**config.mk**
```make
export PLATFORM = sky130hd
export DESIGN_NAME = rr_request_agent
export DESIGN_NICKNAME = d
export VERILOG_FILES = /design/src/rtl/rr_request_agent.sv
export SDC_FILE = /design/constraint.sdc
export NUM_CORES = 1
export LEC_CHECK = 0
export ABC_AREA = 0
export BUFFER_PORTS_ARGS = -buffer_cell sky130_fd_sc_hd__buf_2
export CAP_MARGIN = 15
export CELL_PAD_IN_SITES_DETAIL_PLACEMENT = 1
export CELL_PAD_IN_SITES_GLOBAL_PLACEMENT = 2
export CORE_MARGIN = 3
export CORE_UTILIZATION = 38
export DETAILED_ROUTE_END_ITERATION = 10
export GPL_TIMING_DRIVEN = 0
export HOLD_SLACK_MARGIN = 0.12
export PLACE_DENSITY = 0.85
export SKIP_CTS_REPAIR_TIMING = 1
export SYNTH_ARGS = -nofsm -noshare
export SYNTH_HDL_FRONTEND = slang
export SYNTH_SLANG_ARGS = --single-unit
```
**constraint.sdc**
```tcl
create_clock -name sys_clk_i -period 6.1 [get_ports sys_clk_i]
set_clock_uncertainty 0.1 [all_clocks]
set_input_delay 1.83 -clock sys_clk_i [delete_from_list [all_inputs] [get_ports sys_clk_i]]
set_output_delay 1.83 -clock sys_clk_i [all_outputs]
set_load 0.03 [all_outputs]
```
**src/rtl/rr_request_agent.sv**
```systemverilog
// Requester-side companion to the round-robin arbiter: queues job pulses per channel and
// holds request_o for a fixed tenure once granted. Optional REQ watchdog: RR_AGENT_TIMEOUT_EN.
`timescale 1ns/1ps
module rr_request_agent #(
  parameter int REQUIRE_NUM    = 4,
  parameter int PEND_WIDTH     = 4,
  parameter int HOLD_CYCLES    = 4,
  parameter int TIMEOUT_CYCLES = 64
) (
  input  logic                              sys_clk_i,
  input  logic                              rst_i,
  input  logic [REQUIRE_NUM-1:0]            job_i,
  input  logic [REQUIRE_NUM-1:0]            respond_i,
  output logic [REQUIRE_NUM-1:0]            request_o,
  output logic [REQUIRE_NUM-1:0]            busy_o,
  output logic [REQUIRE_NUM-1:0]            done_o,
  output logic [REQUIRE_NUM-1:0]            overflow_o,
`ifdef RR_AGENT_TIMEOUT_EN
  output logic [REQUIRE_NUM-1:0]            timeout_o,
`endif
  output logic [REQUIRE_NUM*PEND_WIDTH-1:0] pending_cnt_o
);

  localparam int                    HW        = (HOLD_CYCLES > 1) ? $clog2(HOLD_CYCLES) : 1;
  localparam logic [HW-1:0]         HOLD_LOAD = HW'(HOLD_CYCLES - 1);
  localparam logic [PEND_WIDTH-1:0] PEND_MAX  = '1;
`ifdef RR_AGENT_TIMEOUT_EN
  localparam int                    TW        = (TIMEOUT_CYCLES > 1) ? $clog2(TIMEOUT_CYCLES) : 1;
  localparam logic [TW-1:0]         WAIT_LAST = TW'(TIMEOUT_CYCLES - 1);
`endif

  typedef enum logic [1:0] {IDLE, REQ, HOLD, REL} state_t;

  generate
    for (genvar gi = 0; gi < REQUIRE_NUM; gi++) begin : g_chan
      state_t                state_q, state_d;
      logic [PEND_WIDTH-1:0] pend_q, pend_d;
      logic [HW-1:0]         hold_q, hold_d;
      logic                  done_q, done_d;
      logic                  ovf_q, ovf_d;
      logic                  grant;
      logic                  inc;
`ifdef RR_AGENT_TIMEOUT_EN
      logic [TW-1:0]         wait_q, wait_d;
      logic                  to_q, to_d;
`endif

      always_ff @(posedge sys_clk_i or posedge rst_i) begin
        if (rst_i) begin
          state_q <= IDLE;
          pend_q  <= '0;
          hold_q  <= '0;
          done_q  <= 1'b0;
          ovf_q   <= 1'b0;
`ifdef RR_AGENT_TIMEOUT_EN
          wait_q  <= '0;
          to_q    <= 1'b0;
`endif
        end else begin
          state_q <= state_d;
          pend_q  <= pend_d;
          hold_q  <= hold_d;
          done_q  <= done_d;
          ovf_q   <= ovf_d;
`ifdef RR_AGENT_TIMEOUT_EN
          wait_q  <= wait_d;
          to_q    <= to_d;
`endif
        end
      end

      always_comb begin
        state_d = state_q;
        pend_d  = pend_q;
        hold_d  = hold_q;
        done_d  = 1'b0;
        ovf_d   = 1'b0;
`ifdef RR_AGENT_TIMEOUT_EN
        wait_d  = '0;
        to_d    = 1'b0;
`endif
        grant = (state_q == REQ) && respond_i[gi];
        inc   = job_i[gi];

        // A job arriving together with a grant cancels out, so saturation only bites alone.
        if (inc && !grant) begin
          if (pend_q == PEND_MAX) ovf_d = 1'b1;
          else                    pend_d = pend_q + 1'b1;
        end else if (!inc && grant) begin
          pend_d = pend_q - 1'b1;
        end

        case (state_q)
          IDLE: if (pend_q != '0) state_d = REQ;
          REQ: begin
            if (grant) begin
              state_d = HOLD;
              hold_d  = HOLD_LOAD;
            end
`ifdef RR_AGENT_TIMEOUT_EN
            else if (wait_q == WAIT_LAST) begin
              state_d = REL;
              to_d    = 1'b1;
            end else begin
              wait_d = wait_q + 1'b1;
            end
`endif
          end
          HOLD: begin
            if (hold_q == '0) begin
              state_d = REL;
              done_d  = 1'b1;
            end else begin
              hold_d = hold_q - 1'b1;
            end
          end
          default: state_d = IDLE;
        endcase
      end

      assign request_o[gi]                             = (state_q == REQ) || (state_q == HOLD);
      assign busy_o[gi]                                = (state_q == HOLD);
      assign done_o[gi]                                = done_q;
      assign overflow_o[gi]                            = ovf_q;
      assign pending_cnt_o[gi*PEND_WIDTH +: PEND_WIDTH] = pend_q;
`ifdef RR_AGENT_TIMEOUT_EN
      assign timeout_o[gi]                             = to_q;
`endif
    end
  endgenerate

endmodule
```
==> flow_metrics.env <==
export IMPL_yosys_area_share_simple_pct=14.3
export IMPL_synth_compound_area_share_pct=11.6
export IMPL_leakagePower_uw=0.00148
export IMPL_setup_viol=0
export IMPL_synth_commonest_cells="dfrtp_1, ha_1, inv_1"
export IMPL_grt_pass1_wl_um=8520
export IMPL_wl_um=4790
export IMPL_cts_buffers=5
export IMPL_power_density_nw_per_um2=607
export IMPL_holdWs_ns=0.414
export IMPL_synthMuxAreaShare_pct=5.87
export IMPL_drive_above_1_share_pct=26.2
export IMPL_synth_adder_area_share_pct=15.9
export IMPL_ir_drop_mv=0.290
export IMPL_drtAntennaViolNets=0
export IMPL_synth_ff_type="dfrtp_1"
export IMPL_n_antenna_cell=0
export IMPL_cts_tree="yes"
export IMPL_numClockSinks=40
export IMPL_path_clk_slew_ns=0.08
export IMPL_hold_viol_final=0
export IMPL_worst_slew_pin_slew_ns=0.415
export IMPL_synth_top_family_by_area="adder cells"
export IMPL_fin_ws_ns=2.78
export IMPL_antenna_found_initial=0
export IMPL_die_area_um2=7510
export IMPL_required_ns=4.17
export IMPL_fp_dieW_um=86.7
export IMPL_critPathKind="reg2out"
export IMPL_netlist_area_leader_share_pct=40.5
export IMPL_viasPerCell=5.05
export IMPL_drt_iter0_markers=49
export IMPL_grt_max_degree=36
export IMPL_cp_cell_sequence="inv_1 -> ha_1 -> buf_4 -> buf_2"
export IMPL_yosysSeqAreaShare_pct=40.5
export IMPL_drc=0
export IMPL_synthXorXnorAreaFrac_pct=4.25
export IMPL_clockBufferDepth=2
export IMPL_gp_congestion=0.726
export IMPL_cp_start_kind="flip-flop"
export IMPL_synth_edf_count=0
export IMPL_slew_headroom_pct=72.3
export IMPL_crit_path_end_kind="output port"
export IMPL_status="finished clean"
export IMPL_crit_fanout=4
export IMPL_grt_pass1_vias=1866
export IMPL_slowest_delay_ns=0.41
export IMPL_rsz0062_at_grt="false"
export IMPL_drv_slew=0
export IMPL_synthesis_area_um2=2470
export IMPL_synth_seq_cells=40
export IMPL_htree_levels=2
export IMPL_dp_slack_ns=2.66
export IMPL_coreArea_um2=6100
export IMPL_synth_area_leaders="dfrtp_1, ha_1, inv_1"
export IMPL_min_period_ns=3.32
export IMPL_critPathArrivalTime_ns=1.39
export IMPL_num_rows=28
export IMPL_synthArstFlopShare_pct=100
export IMPL_stdcell_area_um2=2900
export IMPL_syn_nets=283
export IMPL_dp_hpwl_um=3700
export IMPL_synth_area_leader_cell="dfrtp_1"
export IMPL_critPathSlowestCell="dfrtp_1"
export IMPL_syn_area_per_cell_um2=10.1
export IMPL_vias=1865
export IMPL_synth_most_common_cell="dfrtp_1"
export IMPL_timing_fmax_mhz=302
export IMPL_tns_ns=0
export IMPL_synthCells=244
export IMPL_maxCapViolCount=0
export IMPL_start_util_pct=40.6
export IMPL_clk_latency_ns=0.29
export IMPL_grt_use_total_pct=14.0
export IMPL_post_drt_wl_per_cell_um=13.0
export IMPL_fp_dieH_um=86.7
export IMPL_worstHoldPathType="reg2reg"
export IMPL_cts_root_buf="clkbuf_8"
export IMPL_io_buffers=41
export IMPL_ys_warn_count=0
export IMPL_post_route_period_util_pct=54.4
export IMPL_num_io_pins=42
export IMPL_ys_types=31
export IMPL_fin_nets=332
export IMPL_grt_overflow_total=0
export IMPL_area_delta_synth_final_pct=17.3
export IMPL_first_pass_iters=4
export IMPL_place_area_um2=2790
-- cells by family after synthesis --
family | count (synthesis)
AO/OA/AOI/OAI | 41
flip-flops | 40
XOR/XNOR | 12
adder cells (fa/ha/maj) | 29
AND/OR/NAND/NOR | 71
multiplexers | 13
buffers and inverters | 38
-- per-layer routing --
metal	vias to the layer above	GRT usage, %	routed length (µm)
met1	913	18.2	2220
met4	0	4.25	39
met2	25	23.2	2350
li1	925	-	-
met3	2	3.23	183
met5	-	0	0
-- cells in the final DEF (no fill, tap or decap), types with 2 or more instances in the layout --
| cell | instances |
|---|---|
| clkbuf_1 | 2 |
| xor2_1 | 6 |
| ha_1 | 25 |
| inv_1 | 24 |
| a32oi_1 | 2 |
| xnor2_1 | 6 |
| a21oi_1 | 12 |
| fa_1 | 4 |
| nand3_1 | 8 |
| buf_2 | 41 |
| o31ai_1 | 2 |
| nor2b_1 | 8 |
| buf_4 | 12 |
| and2_1 | 7 |
| o21a_1 | 2 |
| or2_2 | 4 |
| a221oi_1 | 5 |
| clkbuf_8 | 5 |
| o21ai_0 | 10 |
| o32a_1 | 3 |
| nor3_1 | 3 |
| mux2i_1 | 4 |
| mux2_2 | 8 |
| nand2_1 | 15 |
| a21o_1 | 4 |
| nand4_1 | 4 |
| dfrtp_1 | 40 |
| nor2_1 | 19 |
-- through the flow --
| step | util (%) | cells | total power (µW) |
|---|---|---|---|
| floorplan | - | 244 | 1320 |
| global placement | 45.5 | 360 | 1540 |
| detailed placement | 45.8 | 361 | 1570 |
| CTS | 47.6 | 369 | 1790 |
| global route | 47.6 | 369 | 1940 |
| finish | 47.6 | 369 | 1760 |
-- where the power goes --
group,leakage [µW],internal [µW],switching [µW]
Clock,0.0000552,122,94.7
Sequential,0.000478,383,134
Combinational,0.000943,446,579
-- worst max-delay path: cells and delay by family (launching register included) --
kind	cells	cell delay (ns)
flip-flops	1	0.41
buffers and inverters	3	0.38
adder cells (fa/ha/maj)	1	0.31
-- final timing paths --
kind	slack, ns	to	from	cells past startpoint
worst max register to register	3.93	g_chan[3].pend_q[3]	g_chan[3].state_q[1]	9
min in group asynchronous	1.33	g_chan[1].pend_q[0]	rst_i	2
worst min register to register	0.41	g_chan[2].pend_q[3]	g_chan[2].pend_q[3]	1
worst min-delay path	0.41	g_chan[2].pend_q[3]	g_chan[2].pend_q[3]	1
max in group asynchronous	4.15	g_chan[1].hold_q[0]	rst_i	3
worst max-delay path	2.78	request_o[1]	g_chan[1].state_q[0]	4
-- flip-flops by register name (all words and copies together), names as in the netlist --
name            flops
g_chan.hold_q       8
g_chan.pend_q      16
g_chan.state_q      8
g_chan.done_q       4
g_chan.ovf_q        4
-- cell type report --
class | count | area, µm²
Fill cell | 722 | 3200
Multi-Input combinational cell | 166 | 1280
Sequential cell | 40 | 1000
Timing Repair Buffer | 42 | 225
Buffer | 13 | 93.8
Inverter | 25 | 93.8
Tap cell | 75 | 93.8
Clock buffer | 6 | 72.6
Clock inverter | 2 | 35.0
Note: power is estimated with default switching activity, not from simulation.
